[config.mk]
export PLATFORM = sky130hd
export DESIGN_NAME = vram_arbiter
export DESIGN_NICKNAME = d
export VERILOG_FILES = /design/src/rtl/vram_arbiter.sv
export SDC_FILE = /design/constraint.sdc
export NUM_CORES = 1
export LEC_CHECK = 0
export CAP_MARGIN = 20
export CORE_MARGIN = 8
export CORE_UTILIZATION = 47
export DETAILED_ROUTE_END_ITERATION = 6
export GPL_TIMING_DRIVEN = 0
export PLACE_DENSITY = 0.86
export SLEW_MARGIN = 15
export SYNTH_ARGS = -nofsm -noshare
export SYNTH_HDL_FRONTEND = slang
export SYNTH_SLANG_ARGS = --single-unit
[constraint.sdc]
create_clock -name clk -period 5.25 [get_ports clk]
set_clock_uncertainty 0.1 [all_clocks]
set_input_delay 0.525 -clock clk [delete_from_list [all_inputs] [get_ports clk]]
set_output_delay 0.525 -clock clk [all_outputs]
set_load 0.005 [all_outputs]
[src/rtl/vram_arbiter.sv]
`timescale 1ns/1ps
`default_nettype none
// ============================================================================
// Module   : vram_arbiter
// Purpose  : Time-slices six single-port 8-bit VRAM planes between the Z80
//            bus and the gfx fetch unit. Video fetch has priority, the CPU is
//            stretched through wait_n, and CPU accesses apply per-plane
//            read/write bank masks (write broadcast, read OR-merge).
// Revision : 1.0 - initial release
// ============================================================================
module vram_arbiter #(
    parameter int AW     = 13,
    parameter int PLANES = 6
) (
    input  logic                  clk,
    input  logic                  reset,
    // CPU side
    input  logic                  cpu_req_i,
    input  logic                  cpu_wr_i,
    input  logic [AW-1:0]         cpu_addr_i,
    input  logic [7:0]            cpu_din_i,
    input  logic [PLANES-1:0]     cpu_rd_bank_i,
    input  logic [PLANES-1:0]     cpu_wr_bank_i,
    output logic [7:0]            cpu_q_o,
    output logic                  cpu_ack_o,
    output logic                  cpu_wait_n_o,
    // Video fetch side
    input  logic                  vid_req_i,
    input  logic [AW-1:0]         vid_addr_i,
    output logic [PLANES*8-1:0]   vid_data_o,
    output logic                  vid_ack_o,
    output logic                  vid_ovr_o,
    // Plane RAM bus
    output logic [AW-1:0]         ram_addr_o,
    output logic [7:0]            ram_din_o,
    output logic [PLANES-1:0]     ram_ce_n_o,
    output logic                  ram_wr_n_o,
    input  logic [PLANES*8-1:0]   ram_q_i
);

    typedef enum logic [2:0] {
        S_IDLE  = 3'd0,
        S_VRD   = 3'd1,
        S_VCAP  = 3'd2,
        S_CACC  = 3'd3,
        S_CDONE = 3'd4
    } state_t;

    state_t              state_q, state_d;
    logic [AW-1:0]       ram_addr_q, ram_addr_d;
    logic [7:0]          ram_din_q, ram_din_d;
    logic [PLANES-1:0]   ram_ce_n_q, ram_ce_n_d;
    logic                ram_wr_n_q, ram_wr_n_d;
    logic [7:0]          cpu_q_q, cpu_q_d;
    logic                cpu_ack_q, cpu_ack_d;
    logic [PLANES*8-1:0] vid_data_q, vid_data_d;
    logic                vid_ack_q, vid_ack_d;
    logic                vid_ovr_q, vid_ovr_d;
    logic                vid_pend_q, vid_pend_d;
    logic [AW-1:0]       vaddr_q, vaddr_d;
    logic                cpu_armed_q, cpu_armed_d;
    logic                cpu_turn_q, cpu_turn_d;
    logic                op_wr_q, op_wr_d;
    logic [PLANES-1:0]   bank_q, bank_d;

    logic                cpu_new;
    logic [7:0]          rd_or;

    // A held request only counts once: armed drops with the ack and re-arms on req low.
    assign cpu_new = cpu_req_i & cpu_armed_q;

    // Combinational so the Z80 is stalled in the very cycle it raises the request.
    assign cpu_wait_n_o = ~(cpu_req_i & cpu_armed_q) | cpu_ack_q;

    // OR-merge of the planes selected for the CPU read in flight.
    always_comb begin
        rd_or = 8'h00;
        for (int p = 0; p < PLANES; p++) begin
            if (bank_q[p]) begin
                rd_or = rd_or | ram_q_i[p*8 +: 8];
            end
        end
    end

    // Next-state, slot sequencing, video latch and CPU arming.
    always_comb begin
        state_d     = state_q;
        ram_addr_d  = ram_addr_q;
        ram_din_d   = ram_din_q;
        ram_ce_n_d  = ram_ce_n_q;
        ram_wr_n_d  = ram_wr_n_q;
        cpu_q_d     = cpu_q_q;
        cpu_ack_d   = 1'b0;
        vid_data_d  = vid_data_q;
        vid_ack_d   = 1'b0;
        vid_ovr_d   = vid_ovr_q;
        vid_pend_d  = vid_pend_q;
        vaddr_d     = vaddr_q;
        cpu_armed_d = cpu_armed_q;
        cpu_turn_d  = cpu_turn_q;
        op_wr_d     = op_wr_q;
        bank_d      = bank_q;

        // A fetch request landing on an unserved one replaces it and flags overrun.
        if (vid_req_i) begin
            if (vid_pend_q) begin
                vid_ovr_d = 1'b1;
            end
            vid_pend_d = 1'b1;
            vaddr_d    = vid_addr_i;
        end

        case (state_q)
            S_IDLE: begin
                if ((vid_pend_q | vid_req_i) && (!cpu_turn_q || !cpu_new)) begin
                    state_d    = S_VRD;
                    ram_ce_n_d = '0;
                    ram_wr_n_d = 1'b1;
                    if (vid_pend_q) begin
                        // Serve the latched fetch; a same-cycle request simply re-pends.
                        ram_addr_d = vaddr_q;
                        vid_ovr_d  = vid_ovr_q;
                        vid_pend_d = vid_req_i;
                    end else begin
                        // Bus free: serve the fresh request directly.
                        ram_addr_d = vid_addr_i;
                        vid_pend_d = 1'b0;
                    end
                end else if (cpu_new) begin
                    state_d    = S_CACC;
                    ram_addr_d = cpu_addr_i;
                    op_wr_d    = cpu_wr_i;
                    if (cpu_wr_i) begin
                        ram_ce_n_d = ~cpu_wr_bank_i;
                        ram_din_d  = cpu_din_i;
                        ram_wr_n_d = 1'b0;
                        bank_d     = cpu_wr_bank_i;
                    end else begin
                        ram_ce_n_d = ~cpu_rd_bank_i;
                        ram_wr_n_d = 1'b1;
                        bank_d     = cpu_rd_bank_i;
                    end
                end
            end
            S_VRD: begin
                state_d    = S_VCAP;
                ram_ce_n_d = '1;
                ram_wr_n_d = 1'b1;
                // A CPU waiting behind this fetch owns the next slot.
                if (cpu_new) begin
                    cpu_turn_d = 1'b1;
                end
            end
            S_VCAP: begin
                state_d    = S_IDLE;
                vid_data_d = ram_q_i;
                vid_ack_d  = 1'b1;
            end
            S_CACC: begin
                state_d    = S_CDONE;
                ram_ce_n_d = '1;
                ram_wr_n_d = 1'b1;
            end
            S_CDONE: begin
                state_d    = S_IDLE;
                cpu_ack_d  = 1'b1;
                cpu_turn_d = 1'b0;
                cpu_q_d    = op_wr_q ? 8'h00 : rd_or;
            end
            default: begin
                state_d    = S_IDLE;
                ram_ce_n_d = '1;
                ram_wr_n_d = 1'b1;
            end
        endcase

        if (cpu_ack_d) begin
            cpu_armed_d = 1'b0;
        end else if (!cpu_req_i) begin
            cpu_armed_d = 1'b1;
        end
    end

    // State and registered-output update; reset aborts any access in flight.
    always_ff @(posedge clk) begin
        if (reset) begin
            state_q     <= S_IDLE;
            ram_addr_q  <= '0;
            ram_din_q   <= '0;
            ram_ce_n_q  <= '1;
            ram_wr_n_q  <= 1'b1;
            cpu_q_q     <= '0;
            cpu_ack_q   <= 1'b0;
            vid_data_q  <= '0;
            vid_ack_q   <= 1'b0;
            vid_ovr_q   <= 1'b0;
            vid_pend_q  <= 1'b0;
            vaddr_q     <= '0;
            cpu_armed_q <= 1'b1;
            cpu_turn_q  <= 1'b0;
            op_wr_q     <= 1'b0;
            bank_q      <= '0;
        end else begin
            state_q     <= state_d;
            ram_addr_q  <= ram_addr_d;
            ram_din_q   <= ram_din_d;
            ram_ce_n_q  <= ram_ce_n_d;
            ram_wr_n_q  <= ram_wr_n_d;
            cpu_q_q     <= cpu_q_d;
            cpu_ack_q   <= cpu_ack_d;
            vid_data_q  <= vid_data_d;
            vid_ack_q   <= vid_ack_d;
            vid_ovr_q   <= vid_ovr_d;
            vid_pend_q  <= vid_pend_d;
            vaddr_q     <= vaddr_d;
            cpu_armed_q <= cpu_armed_d;
            cpu_turn_q  <= cpu_turn_d;
            op_wr_q     <= op_wr_d;
            bank_q      <= bank_d;
        end
    end

    assign ram_addr_o = ram_addr_q;
    assign ram_din_o  = ram_din_q;
    assign ram_ce_n_o = ram_ce_n_q;
    assign ram_wr_n_o = ram_wr_n_q;
    assign cpu_q_o    = cpu_q_q;
    assign cpu_ack_o  = cpu_ack_q;
    assign vid_data_o = vid_data_q;
    assign vid_ack_o  = vid_ack_q;
    assign vid_ovr_o  = vid_ovr_q;

endmodule
`default_nettype wire
==> results of run 1 <==
[power groups by stage]
stage / Sequential (mW) / Clock (mW) / Combinational, mW
after floorplan: 0.976 / 0 / 0.218
after global placement: 0.974 / 0 / 0.458
after detailed placement: 0.977 / 0 / 0.471
after CTS: 0.961 / 1.18 / 0.477
after global routing: 0.968 / 1.22 / 0.511
final: 0.962 / 1.17 / 0.478
[critical path, cell delays in order]
cell and delay, ns:
clkdlybuf4s50_1 0.54, nand2_1 0.25, or2_2 0.35, clkdlybuf4s50_1 0.45
[stage by stage]
step	worst slack [ns]	util	hold WS (ns)
after floorplan	3.278	-	0.3421
after global placement	2.526	0.6894	0.3388
after detailed placement	2.503	0.6894	0.3448
after CTS	2.497	0.7509	0.3382
after global routing	2.442	0.7509	0.3640
final	2.505	0.7509	0.3500
[registers in the layout, summed over array words and instances, names as in the netlist, 3 cells and up]
register,count
ram_ce_n_o,6
vid_data_o,48
bank_q,6
state_q,3
vaddr_q,13
cpu_q_o,8
ram_din_o,8
ram_addr_o,13
[cell families after synthesis]
| group | Yosys count |
|---|---|
| muxes | 46 |
| DFF | 113 |
| AOI/OAI and AO/OA | 123 |
| buffers and inverters | 48 |
| and+or+nand+nor | 182 |
[Yosys cell counts, drive strengths merged, types with 7 or more instances]
master,count
a21oi,52
nor2b,7
a221o,13
mux2i,40
a22oi,24
a22o,8
nor2,24
o21ai,9
buf,25
nand2,98
clkbuf,20
nor4,14
nand3,8
nand2b,17
dfxtp,113
[worst paths after layout]
| path | start | end | slack [ns] |
|---|---|---|---|
| min reg2reg | vid_data_o[19] | vid_data_o[19] | 0.35 |
| max reg2reg | state_q[1] | vid_data_o[6] | 3.16 |
| min | vid_req_i | vaddr_q[3] | 0.35 |
| max | cpu_req_i | cpu_wait_n_o | 2.51 |
[layout make-up]
type	instances	area [um2]
clock inverters	11	162.7
well taps	133	166.4
inverters	3	11.26
flip-flops and latches	113	2262
clock buffers	20	435.4
plain buffers	45	239.0
fillers	692	2424
multi-input cells	351	2187
repair buffers	184	1842
[routing by layer]
layer | vias up | global-route usage | wire [um]
li1 | 2215 | - | -
met4 | 0 | 0.1106 | 503
met3 | 48 | 0.08390 | 1932
met2 | 294 | 0.4139 | 7919
met5 | - | 0 | 0
met1 | 2269 | 0.2675 | 6387
==> reports/qor.csv, run 1 <==
stage;metric;value;unit
cts;cts_made_buffers;17;
final_layout;diodes;0;
critical_path;required;4.62;ns
place;io_buffers;184;
power_and_ir_drop;p_clk_frac;0.449;
floorplanning;dieWidth;116.0;um
grt;grt.total_usage;0.2431;
cts;clkSinkCount;113;
place;dp_hpwl;12.55;mm
grt;grt-ovfl-total;0;
detailed_routing;vias;4826;
timing;finalHoldViolations;0;
synth;yosysTopAreaCellShare;0.4814;
place;placed_cell_area;6708;um2
grt;grt_max_degree;17;
place;place.gp.congestion;0.8732;
final_layout;drive_above_1_share;0.09078;
critical_path;crit_fanout;7;
cts;insertion_delay;0.50;ns
floorplanning;die_area;13450;um2
detailed_routing;drt_iter0_markers;378;
critical_path;critical_path_class;input pin to output pin;
synth;synth_edf_count;0;
synth;synth_xor_area_frac;0;
final_layout;layout_commonest_cell;clkdlybuf4s50_1;
detailed_routing;post_drt_wl_per_cell;19.47;um
detailed_routing;via_per_inst;5.612;
cts;cts_resized;0;
power_and_ir_drop;p_sw_frac;0.2497;
power_and_ir_drop;ir_drop;0.0002039;V
synth;seq_area_frac_synth;0.4814;
timing;setup-tns-final;0;ns
critical_path;startpoint_type;input pin;
floorplanning;die_y;116.0;um
synth;synth.distinct_cells;40;
synth;synthMuxAreaShare;0.1044;
cts;cts-root-buf;clkbuf_8;
synth;synth_top_family_by_area;simple AND/OR/NAND/NOR gates;
critical_path;endpoint_kind;output pin;
cts;cts_tree;built;
final_layout;stdcell_count;860;
synth;synth_warnings;0;
synth;synth_fp_nets;611;
power_and_ir_drop;leakagePower;2.726;nW
grt;grt_pass1_vias;5024;
worst_hold_path;hold_path.class;input pin to flop;
final_layout;postLayoutCellArea;7306;um2
cts;postCtsSetupRepairBufs;0;
synth;ys.flop_type;dfxtp_1;
cts;holdBufCountCts;0;
floorplanning;initial_core_util;0.4830;
synth;synthAdderAreaFrac;0;
timing;fmax;364.3;MHz
status;status;complete, no violations;
power_and_ir_drop;p_seq_frac;0.368;
cts;path_clk_slew;0.06;ns
detailed_routing;ant_nets;0;
floorplanning;ioPinCount;187;
final_layout;final_cell_mix;clkdlybuf4s50_1, dfxtp_1, nand2_1;
power_and_ir_drop;p_sw;651.9;uW
detailed_routing;drt-total-wl;16.74;mm
synth;avgSynthCellArea;9.179;um2
synth;yosys-top-cells-area;dfxtp_1, mux2i_1, nand2_1, a21oi_1, a22oi_1;
timing;relSlewSlack;0.3317;
power_and_ir_drop;p_int;1.959;mW
timing;final.min_clock_period;2.745;ns
power_and_ir_drop;comb_power_share;0.183;
final_layout;final_nets;814;
floorplanning;core;9729;um2
place;place_inst;829;
grt;antenna_found_initial;0;
timing;grt_setup_unrepaired;false;
cts;cts_buffer_depth;2;
timing;min_period_over_period;0.5228;
critical_path;reg2regPathDepth;6;
timing;setup_viol;0;
synth;synth_area;4700;um2
synth;synth_compound_area_frac;0.1760;
detailed_routing;drc;0;
timing;tightest_slew;0.9940;ns
power_and_ir_drop;powerDensity;357.4;nW/um2
synth;ys_ff_latch;113;
critical_path;cp.arrival;2.12;ns
detailed_routing;dr.pass1.iters;5;
floorplanning;placementRows;36;
flow_run;cap_violations;0;
cts;htree_num_levels;4;
timing;final_max_slew_viol_count;0;
synth;async_flop_share;0;
worst_hold_path;whs_path_depth;3;
synth;synth-simple-area-share;0.1850;
final_layout;syn_to_final_growth;55.46;%
power_and_ir_drop;power;2.611;mW
synth;synth.largest_area_cell;dfxtp_1;
grt;grt_pass1_wl;25.45;mm
synth;syn_inst;512;
Power figures use the tool's default switching activity.
==> run 2, diff against run 1 <==
--- a/config.mk
+++ b/config.mk
@@ -7,10 +7,10 @@
 export LEC_CHECK = 0
 export CAP_MARGIN = 20
 export CORE_MARGIN = 8
-export CORE_UTILIZATION = 47
+export CORE_UTILIZATION = 39
 export DETAILED_ROUTE_END_ITERATION = 6
 export GPL_TIMING_DRIVEN = 0
-export PLACE_DENSITY = 0.86
+export PLACE_DENSITY = 0.76
 export SLEW_MARGIN = 15
 export SYNTH_ARGS = -nofsm -noshare
 export SYNTH_HDL_FRONTEND = slang
==> constraint.sdc (replaced) <==
create_clock -name clk -period 2.46 [get_ports clk]
set_clock_uncertainty 0.1 [all_clocks]
set_input_delay 0.246 -clock clk [delete_from_list [all_inputs] [get_ports clk]]
set_output_delay 0.246 -clock clk [all_outputs]
set_load 0.005 [all_outputs]
==> reports/qor.csv, run 2 (same netlist as run 1, synthesis figures left out) <==
stage;metric;value;unit;change
status;status;complete, no violations;;unchanged
detailed_routing;wl_met3;1.891;mm;was 1.932 mm
place;io_buffers;184;;unchanged
cts;holdBufCountCts;0;;unchanged
timing;min_period_over_period;0.9027;;
detailed_routing;vias;4727;;was 4826
final_layout;syn_to_final_growth;56.44;%;was 55.46%
grt;antenna_found_initial;0;;unchanged
place;place_inst;843;;was 829
cts;insertion_delay;0.40;ns;was 0.50 ns
place;place.gp.congestion;0.9150;;was 0.8732
critical_path;cp_slowest_cell;clkbuf_1;;was clkdlybuf4s50_1
timing;setup_viol;0;;unchanged
cts;cts_resized;0;;unchanged
floorplanning;ioPinCount;187;;unchanged
final_layout;final_nets;814;;unchanged
floorplanning;dieWidth;125.8;um;was 116.0 um
detailed_routing;drc;0;;unchanged
final_layout;final_cell_mix;clkdlybuf4s50_1, dfxtp_1, nand2_1;;unchanged
timing;setup_ws;0.2395;ns;was 2.505 ns
timing;relSlewSlack;0.4204;;was 0.3317
critical_path;endpoint_kind;flop;;was output pin
grt;grt-ovfl-total;0;;unchanged
flow_run;cap_violations;0;;unchanged
final_layout;layout_commonest_cell;clkdlybuf4s50_1;;unchanged
detailed_routing;ant_nets;0;;unchanged
cts;cts_made_buffers;17;;unchanged
critical_path;crit_top_cell;buf_2;;was clkdlybuf4s50_1
critical_path;path_cells;buf_2, nor3b_1, clkbuf_1, buf_2, nand2_1, a21oi_1;;was clkdlybuf4s50_1, nand2_1, or2_2, clkdlybuf4s50_1
detailed_routing;met2_length;7.634;mm;was 7.919 mm
critical_path;cp.arrival;2.44;ns;was 2.12 ns
cts;cts-root-buf;clkbuf_16;;was clkbuf_8
critical_path;required;2.68;ns;was 4.62 ns
power_and_ir_drop;leakagePower;2.749;nW;was 2.726 nW
timing;tightest_slew;0.8620;ns;was 0.9940 ns
timing;finalHoldViolations;0;;unchanged
place;dp_hpwl;12.97;mm;was 12.55 mm
final_layout;largest_register_ffs;48;;unchanged
critical_path;crit_fanout;10;;was 7
detailed_routing;drt-met1-wl;6.787;mm;was 6.387 mm
cts;cts_tree;built;;unchanged
timing;setup-tns-final;0;ns;unchanged
floorplanning;die_y;125.8;um;was 116.0 um
cts;clkSinkCount;113;;unchanged
timing;fmax;450.3;MHz;
power_and_ir_drop;ir_drop;0.0003858;V;was 0.0002039 V
timing;grt_setup_unrepaired;false;;unchanged
detailed_routing;drt-total-wl;16.81;mm;was 16.74 mm
floorplanning;core;11910;um2;was 9729 um2
cts;postCtsSetupRepairBufs;0;;unchanged
final_layout;fin_util;0.6172;;was 0.7509
final_layout;drive_above_1_share;0.09216;;was 0.09078
place;dpl_worst_slack;0.2413;ns;was 2.503 ns
final_layout;diodes;0;;unchanged
grt;grt_max_degree;17;;unchanged
detailed_routing;via_per_inst;5.408;;was 5.612
detailed_routing;post_drt_wl_per_cell;19.23;um;was 19.47 um
cts;cts_buffer_depth;2;;unchanged
floorplanning;placementRows;40;;was 36
critical_path;critical_path_class;flop to flop;;was input pin to output pin
critical_path;crit_path_max_incr_delay;0.50;ns;was 0.54 ns
detailed_routing;dr.pass1.iters;5;;unchanged
grt;grt_pass1_vias;4846;;was 5024
grt;grt_pass1_wl;26.05;mm;was 25.45 mm
critical_path;startpoint_type;flop;;was input pin
grt;grt.total_usage;0.2074;;was 0.2431
worst_hold_path;hold_path.class;input pin to flop;;unchanged
power_and_ir_drop;powerDensity;771.7;nW/um2;was 357.4 nW/um2
floorplanning;initial_core_util;0.3945;;was 0.4830
timing;final.min_clock_period;2.221;ns;
detailed_routing;top_layer;met4;;unchanged
cts;htree_num_levels;4;;unchanged
floorplanning;die_area;15820;um2;was 13450 um2
cts;path_clk_slew;0.06;ns;about the same
timing;final_max_slew_viol_count;0;;unchanged
detailed_routing;drt_iter0_markers;424;;was 378
final_layout;stdcell_count;874;;was 860
[run 2: final timing paths]
kind             startpoint  slack, ns              to  cells past startpoint
max              state_q[1]       0.24   vid_data_o[0]                      6
min               vid_req_i       0.17      vaddr_q[3]                      3
max reg2reg      state_q[1]       0.24   vid_data_o[0]                      6
min reg2reg  vid_data_o[16]       0.35  vid_data_o[16]                      2
[run 2: worst max-delay path, delay by kind of cell, from the launching register on]
family | cells | cell delay (ns)
DFF | 1 | 0.31
buffers and inverters | 3 | 1.01
and+or+nand+nor | 2 | 0.52
AOI/OAI and AO/OA | 1 | 0.17
[run 2: cell type report]
cell class / count / area [um2]
clock buffer: 21 / 470.5
tap: 147 / 183.9
timing repair buffer: 184 / 1842
fill: 995 / 4559
multi-input combinational: 351 / 2187
inverter: 3 / 11.26
sequential: 113 / 2262
buffer: 45 / 239.0
clock inverter: 10 / 156.4
[run 2: through the flow]
step	area (um2)	power (mW)	hold slack [ns]
after floorplan	4700	2.549	0.2820
after global placement	6725	3.066	0.3387
after detailed placement	6725	3.090	0.3480
after CTS	7352	5.701	0.1565
after global routing	7352	5.889	0.1819
final	7352	5.674	0.1692
[run 2: routing by layer]
layer,up-vias,GRT usage
met5,-,0
met4,0,0.08351
met3,43,0.09072
met2,265,0.3430
met1,2208,0.2298
li1,2211,-
[run 2: power by group]
part	switching, mW	internal, mW	total (mW)
Sequential	0.0787	1.97	2.05
Clock	0.844	1.76	2.61
Combinational	0.461	0.552	1.01
Total	1.38	4.29	5.67
